[config.mk]
export PLATFORM = sky130hd
export DESIGN_NAME = product_register_ctrl_flat
export DESIGN_NICKNAME = d
export VERILOG_FILES = /design/src/rtl/product_register_ctrl_if.sv /design/src/rtl/product_register_ctrl.sv /design/src/flat_wrapper.sv
export SDC_FILE = /design/constraint.sdc
export NUM_CORES = 1
export LEC_CHECK = 0
export CAP_MARGIN = 20
export CORE_UTILIZATION = 35
export DETAILED_ROUTE_END_ITERATION = 12
export PLACE_DENSITY = 0.74
export SETUP_SLACK_MARGIN = 0.5
export SYNTH_ARGS = -nofsm -noshare
export SYNTH_HDL_FRONTEND = slang
export SYNTH_SLANG_ARGS = --single-unit
[constraint.sdc]
create_clock -name clk -period 1.5 [get_ports clk]
set_clock_uncertainty 0.1 [all_clocks]
set_input_delay 0.3 -clock clk [delete_from_list [all_inputs] [get_ports clk]]
set_output_delay 0.3 -clock clk [all_outputs]
set_load 0.005 [all_outputs]
[src/rtl/product_register_ctrl_if.sv]
// Bundle between the product/multiplicand register controller, its operand source
// and the combinational adder stage of the shift-add multiplier.
interface product_register_ctrl_if #(
   parameter int DATA_W = 32
);
   logic                  Run;
   logic [DATA_W-1:0]     Multiplicand_in;
   logic [DATA_W-1:0]     Multiplier_in;
   logic                  ALU_carry;
   logic [DATA_W-1:0]     ALU_result;
   logic [DATA_W-1:0]     Product_hi;
   logic [DATA_W-1:0]     Multiplicand;
   logic                  Addu_ctrl;
   logic [2*DATA_W-1:0]   Product;
   logic                  Busy;
   logic                  Ready;

   modport master (
      output Run, Multiplicand_in, Multiplier_in, ALU_carry, ALU_result,
      input  Product_hi, Multiplicand, Addu_ctrl, Product, Busy, Ready
   );

   modport slave (
      input  Run, Multiplicand_in, Multiplier_in, ALU_carry, ALU_result,
      output Product_hi, Multiplicand, Addu_ctrl, Product, Busy, Ready
   );
endinterface

[src/rtl/product_register_ctrl.sv]
// Sequential half of the shift-add unsigned multiplier: product/multiplier and
// multiplicand registers plus the DATA_W-iteration control FSM.
module product_register_ctrl #(
   parameter int DATA_W = 32
) (
   input  logic                    clk,
   input  logic                    rst_n,
   product_register_ctrl_if.slave  bus
);
   localparam int CNT_W = (DATA_W > 1) ? $clog2(DATA_W) : 1;
   localparam logic [CNT_W-1:0] CNT_LAST = CNT_W'(DATA_W - 1);

   localparam logic [1:0] ST_IDLE = 2'd0;
   localparam logic [1:0] ST_CALC = 2'd1;
   localparam logic [1:0] ST_DONE = 2'd2;

   logic [1:0]            state_q,   state_d;
   logic [2*DATA_W-1:0]   product_q, product_d;
   logic [DATA_W-1:0]     mcand_q,   mcand_d;
   logic [CNT_W-1:0]      count_q,   count_d;

   always_comb begin
      state_d   = state_q;
      product_d = product_q;
      mcand_d   = mcand_q;
      count_d   = count_q;
      case (state_q)
         ST_IDLE, ST_DONE: begin
            if (bus.Run) begin
               product_d = {{DATA_W{1'b0}}, bus.Multiplier_in};
               mcand_d   = bus.Multiplicand_in;
               count_d   = '0;
               state_d   = ST_CALC;
            end
         end
         ST_CALC: begin
            // Adder returns carry=0, result=Src_1 when not enabled, so the shift is uniform.
            product_d = {bus.ALU_carry, bus.ALU_result, product_q[DATA_W-1:1]};
            count_d   = count_q + CNT_W'(1);
            if (count_q == CNT_LAST) begin
               state_d = ST_DONE;
            end
         end
         default: begin
            state_d = ST_IDLE;
         end
      endcase
   end

   always_ff @(posedge clk) begin
      if (!rst_n) begin
         state_q   <= ST_IDLE;
         product_q <= '0;
         mcand_q   <= '0;
         count_q   <= '0;
      end else begin
         state_q   <= state_d;
         product_q <= product_d;
         mcand_q   <= mcand_d;
         count_q   <= count_d;
      end
   end

   assign bus.Product      = product_q;
   assign bus.Product_hi   = product_q[2*DATA_W-1:DATA_W];
   assign bus.Multiplicand = mcand_q;
   assign bus.Addu_ctrl    = (state_q == ST_CALC) && product_q[0];
   assign bus.Busy         = (state_q == ST_CALC);
   assign bus.Ready        = (state_q == ST_DONE);
endmodule

[src/flat_wrapper.sv]
// flat-port wrapper written by rule: the top's interface ports become plain ports
module product_register_ctrl_flat 
#(
   parameter int DATA_W = 32
)
  (clk, rst_n, bus_Run, bus_Multiplicand_in, bus_Multiplier_in, bus_ALU_carry, bus_ALU_result, bus_Product_hi, bus_Multiplicand, bus_Addu_ctrl, bus_Product, bus_Busy, bus_Ready);
  product_register_ctrl_if #(.DATA_W(DATA_W)) bus_i ();
  input  logic clk;
  input  logic rst_n;
  input wire logic [$bits(bus_i.Run)-1:0] bus_Run;
  input wire logic [$bits(bus_i.Multiplicand_in)-1:0] bus_Multiplicand_in;
  input wire logic [$bits(bus_i.Multiplier_in)-1:0] bus_Multiplier_in;
  input wire logic [$bits(bus_i.ALU_carry)-1:0] bus_ALU_carry;
  input wire logic [$bits(bus_i.ALU_result)-1:0] bus_ALU_result;
  output wire logic [$bits(bus_i.Product_hi)-1:0] bus_Product_hi;
  output wire logic [$bits(bus_i.Multiplicand)-1:0] bus_Multiplicand;
  output wire logic [$bits(bus_i.Addu_ctrl)-1:0] bus_Addu_ctrl;
  output wire logic [$bits(bus_i.Product)-1:0] bus_Product;
  output wire logic [$bits(bus_i.Busy)-1:0] bus_Busy;
  output wire logic [$bits(bus_i.Ready)-1:0] bus_Ready;
  assign bus_i.Run = bus_Run;
  assign bus_i.Multiplicand_in = bus_Multiplicand_in;
  assign bus_i.Multiplier_in = bus_Multiplier_in;
  assign bus_i.ALU_carry = bus_ALU_carry;
  assign bus_i.ALU_result = bus_ALU_result;
  assign bus_Product_hi = bus_i.Product_hi;
  assign bus_Multiplicand = bus_i.Multiplicand;
  assign bus_Addu_ctrl = bus_i.Addu_ctrl;
  assign bus_Product = bus_i.Product;
  assign bus_Busy = bus_i.Busy;
  assign bus_Ready = bus_i.Ready;
  product_register_ctrl #(.DATA_W(DATA_W)) u_core (.clk(clk), .rst_n(rst_n), .bus(bus_i));
endmodule
==> impl_metrics.yaml <==
setup_path:
  timing_worst_setup_path_type: "flop to primary output"
  max_stage_delay_ps: 320
  cp-start-kind: "flop"
  endpoint_kind: "primary output"
  critPathMaxFanout: 4
  path_cells: "nand2b_4, inv_6, and2_4, buf_6"
  crit_path_top_delay_cell: "dfxtp_2"
  arrival_ps: 1110
  required_ps: 1100
yosys:
  netlist_instances: 499
  syn_avg_cell_area_um2: 8.25
  seq_area_frac_synth: 0.501
  ys_seq_elements: 103
  synth_area_mm2: 0.00412
  syn-num-nets: 601
  yosysWarnings: 0
  synth.distinct_cells: 24
place:
  hpwl_mm: 8.99
  io_buffers: 230
  dp_slack_ps: -255
  place_congestion: 0.738
  place_area_mm2: 0.00644
cells_and_area:
  area_growth_pct: 113
  finalNetCount: 897
  drive_above_1_share: 0.658
  design_area_mm2: 0.00877
  fill_cells: 709
  num_antenna_cells: 0
timing:
  maxSlewViolCount: 0
  slew-limit-headroom: 0.777
  setup_slack_ps: -14.5
  rsz0062_at_grt: "true"
  finalSetupViolCount: 1
  hold_slack_ps: 369
  fmax_mhz: 660
  hold_viol: 0
  worst_slew_pin_slew_ps: 334
  final.min_clock_period_ps: 1510
  fin_crit_sh: 1.01
clocking:
  cts.sinks: 103
  cts_htree_levels: 3
  clock_tree.buffer_depth: 2
  tritoncts: "yes"
  root_buffer: "clkbuf_16"
  cts_buffers: 9
  clock_latency_ps: 350
  clkTransAtPathRegs_ps: 70
global_route:
  grt_pass1_vias: 4454
  grt_max_degree: 49
  grt_pass1_wl_mm: 22.1
  grt.overflow.total: 0
  track_usage: 0.221
  antenna_found_initial: 0
run_status:
  failed_checks: "negative setup slack"
  status: "finished, violations left"
die:
  die_x_um: 110
  pin_count: 231
  core-area_mm2: 0.0114
  die-area_mm2: 0.0122
  rows: 39
  initial_utilization: 0.361
  die_h_um: 110
route:
  drtAntennaViolNets: 0
  routed_wl_mm: 19.2
  num_vias: 5025
  firstDrtPassIters: 4
  drt-initial-drc-count: 329
  vias_per_cell: 5.33
  drc: 0
  wl_per_cell_um: 20.3
power:
  p_int_mw: 5.52
  p_seq_frac: 0.402
  p_clk_frac: 0.318
  powerDensity_mw_per_mm2: 867
  p_switching_mw: 2.08
  power.switching_fraction: 0.274
  pwr-share-comb: 0.280
  power_leakage_nw: 3.80
  ir_worst_vdd_mv: 0.663
min_path:
  hold_path_class: "flop to flop"
run:
  drv_cap: 0
-- layer usage --
metal	wire (um)	share of wire	vias up	track usage
li1	-	-	2286	-
met1	7380	0.39	2464	0.244
met2	10000	0.52	226	0.407
met3	1130	0.059	49	0.0576
met4	605	0.032	0	0.0711
met5	0	0	-	0
-- cell type report --
class | count | area, um2 | area share
Inverter | 3 | 16.3 | 0.00186
Multi-Input combinational cell | 319 | 2390 | 0.273
Tap cell | 143 | 179 | 0.0204
Sequential cell | 103 | 2200 | 0.251
Clock buffer | 12 | 256 | 0.0293
Clock inverter | 4 | 53.8 | 0.00614
Timing Repair Buffer | 359 | 3660 | 0.418
-- flip-flops by register name (all words and copies together) (netlist names) --
register                 flops
u_core.bus.Multiplicand     32
u_core.bus.Product          64
u_core.count_q               5
u_core.state_q               2
-- critical path, delay by kind of cell, from the launching register on --
kind / cells / cell delay (ps)
buffers and inverters: 2 / 160
flip-flops: 1 / 320
AND/OR/NAND/NOR: 2 / 290
-- stage by stage --
| step | instances | power (mW) | utilization | setup TNS [ps] |
|---|---|---|---|---|
| finish | 943 | 7.60 | 0.768 | -14.5 |
| global route | 943 | 7.85 | 0.768 | -106 |
| CTS | 883 | 6.81 | 0.602 | 0 |
| detailed placement | 815 | 4.36 | 0.564 | -16730 |
| global placement | 815 | 4.33 | 0.564 | -11750 |
| floorplan | 499 | 3.62 | - | 0 |
-- cell families after synthesis --
| family | synth area share |
|---|---|
| muxes | 0.00517 |
| AOI/OAI and AO/OA | 0.186 |
| buffers and inverters | 0.113 |
| DFF | 0.501 |
| adders and majority gates | 0.00608 |
| and+or+nand+nor | 0.188 |
-- synthesized netlist by cell type, drive strengths merged --
cell type / number / area, um2
nor2: 2 / 7.51
a22oi: 32 / 240
a211oi: 1 / 12.5
nand3: 67 / 335
nor2b: 2 / 12.5
nand2: 100 / 375
and3: 1 / 6.26
o21a: 1 / 7.51
mux2i: 1 / 10.0
dfxtp: 103 / 2060
nand2b: 4 / 25.0
a31oi: 1 / 6.26
ha: 2 / 25.0
a21oi: 99 / 495
o21ai: 1 / 5.00
nand4: 1 / 6.26
mux2: 1 / 11.3
clkbuf: 14 / 52.6
and2: 1 / 6.26
buf: 62 / 403
inv: 3 / 11.3
-- power groups by stage --
stage	combinational, mW	clock, mW	sequential (mW)
2_1_floorplan	0.548	0	3.08
3_3_place_gp	1.26	0	3.07
3_5_place_dp	1.28	0	3.08
4_1_cts	1.34	2.43	3.04
5_1_grt	2.22	2.56	3.07
6_report	2.13	2.42	3.06
-- final timing paths --
| check | from | end | slack [ps] | depth (start not counted) |
|---|---|---|---|---|
| hold reg to reg | u_core.bus.Multiplicand[16] | u_core.bus.Multiplicand[16] | 370 | 2 |
| hold / removal | u_core.bus.Multiplicand[16] | u_core.bus.Multiplicand[16] | 370 | 2 |
| setup / recovery | u_core.state_q[1] | bus_Addu_ctrl | -10 | 4 |
| setup reg to reg | u_core.state_q[1] | u_core.count_q[2] | 10 | 5 |
-- cells in the final DEF, fill, tap and decap left out, types with 2 or more instances in the layout --
cell / count
nand2b_1: 2
nor2_1: 2
buf_8: 4
buf_12: 20
clkbuf_16: 24
dfxtp_4: 7
nand2b_4: 4
buf_2: 70
buf_6: 81
nand2_4: 37
buf_16: 2
buf_4: 67
dfxtp_1: 3
a22oi_1: 24
nand2_2: 13
a21oi_1: 40
nand2_1: 50
clkdlybuf4s50_1: 98
dfxtp_2: 93
ha_4: 2
nand3_2: 15
clkbuf_8: 3
nand3_1: 46
clkinvlp_4: 2
nand3_4: 6
a21oi_2: 59
a22oi_2: 8
-- what timing repair did --
| action | 4_1_cts | 5_1_grt |
|---|---|---|
| hold buffers | 0 | 0 |
| resized for setup | 661 | 255 |
| endpoints found under the setup margin | 234 | 234 |
| pin swaps | 1 | 86 |
| setup buffers | 51 | 34 |
| cloned | 1 | 26 |
No activity file was read; power rests on OpenSTA's default activity.
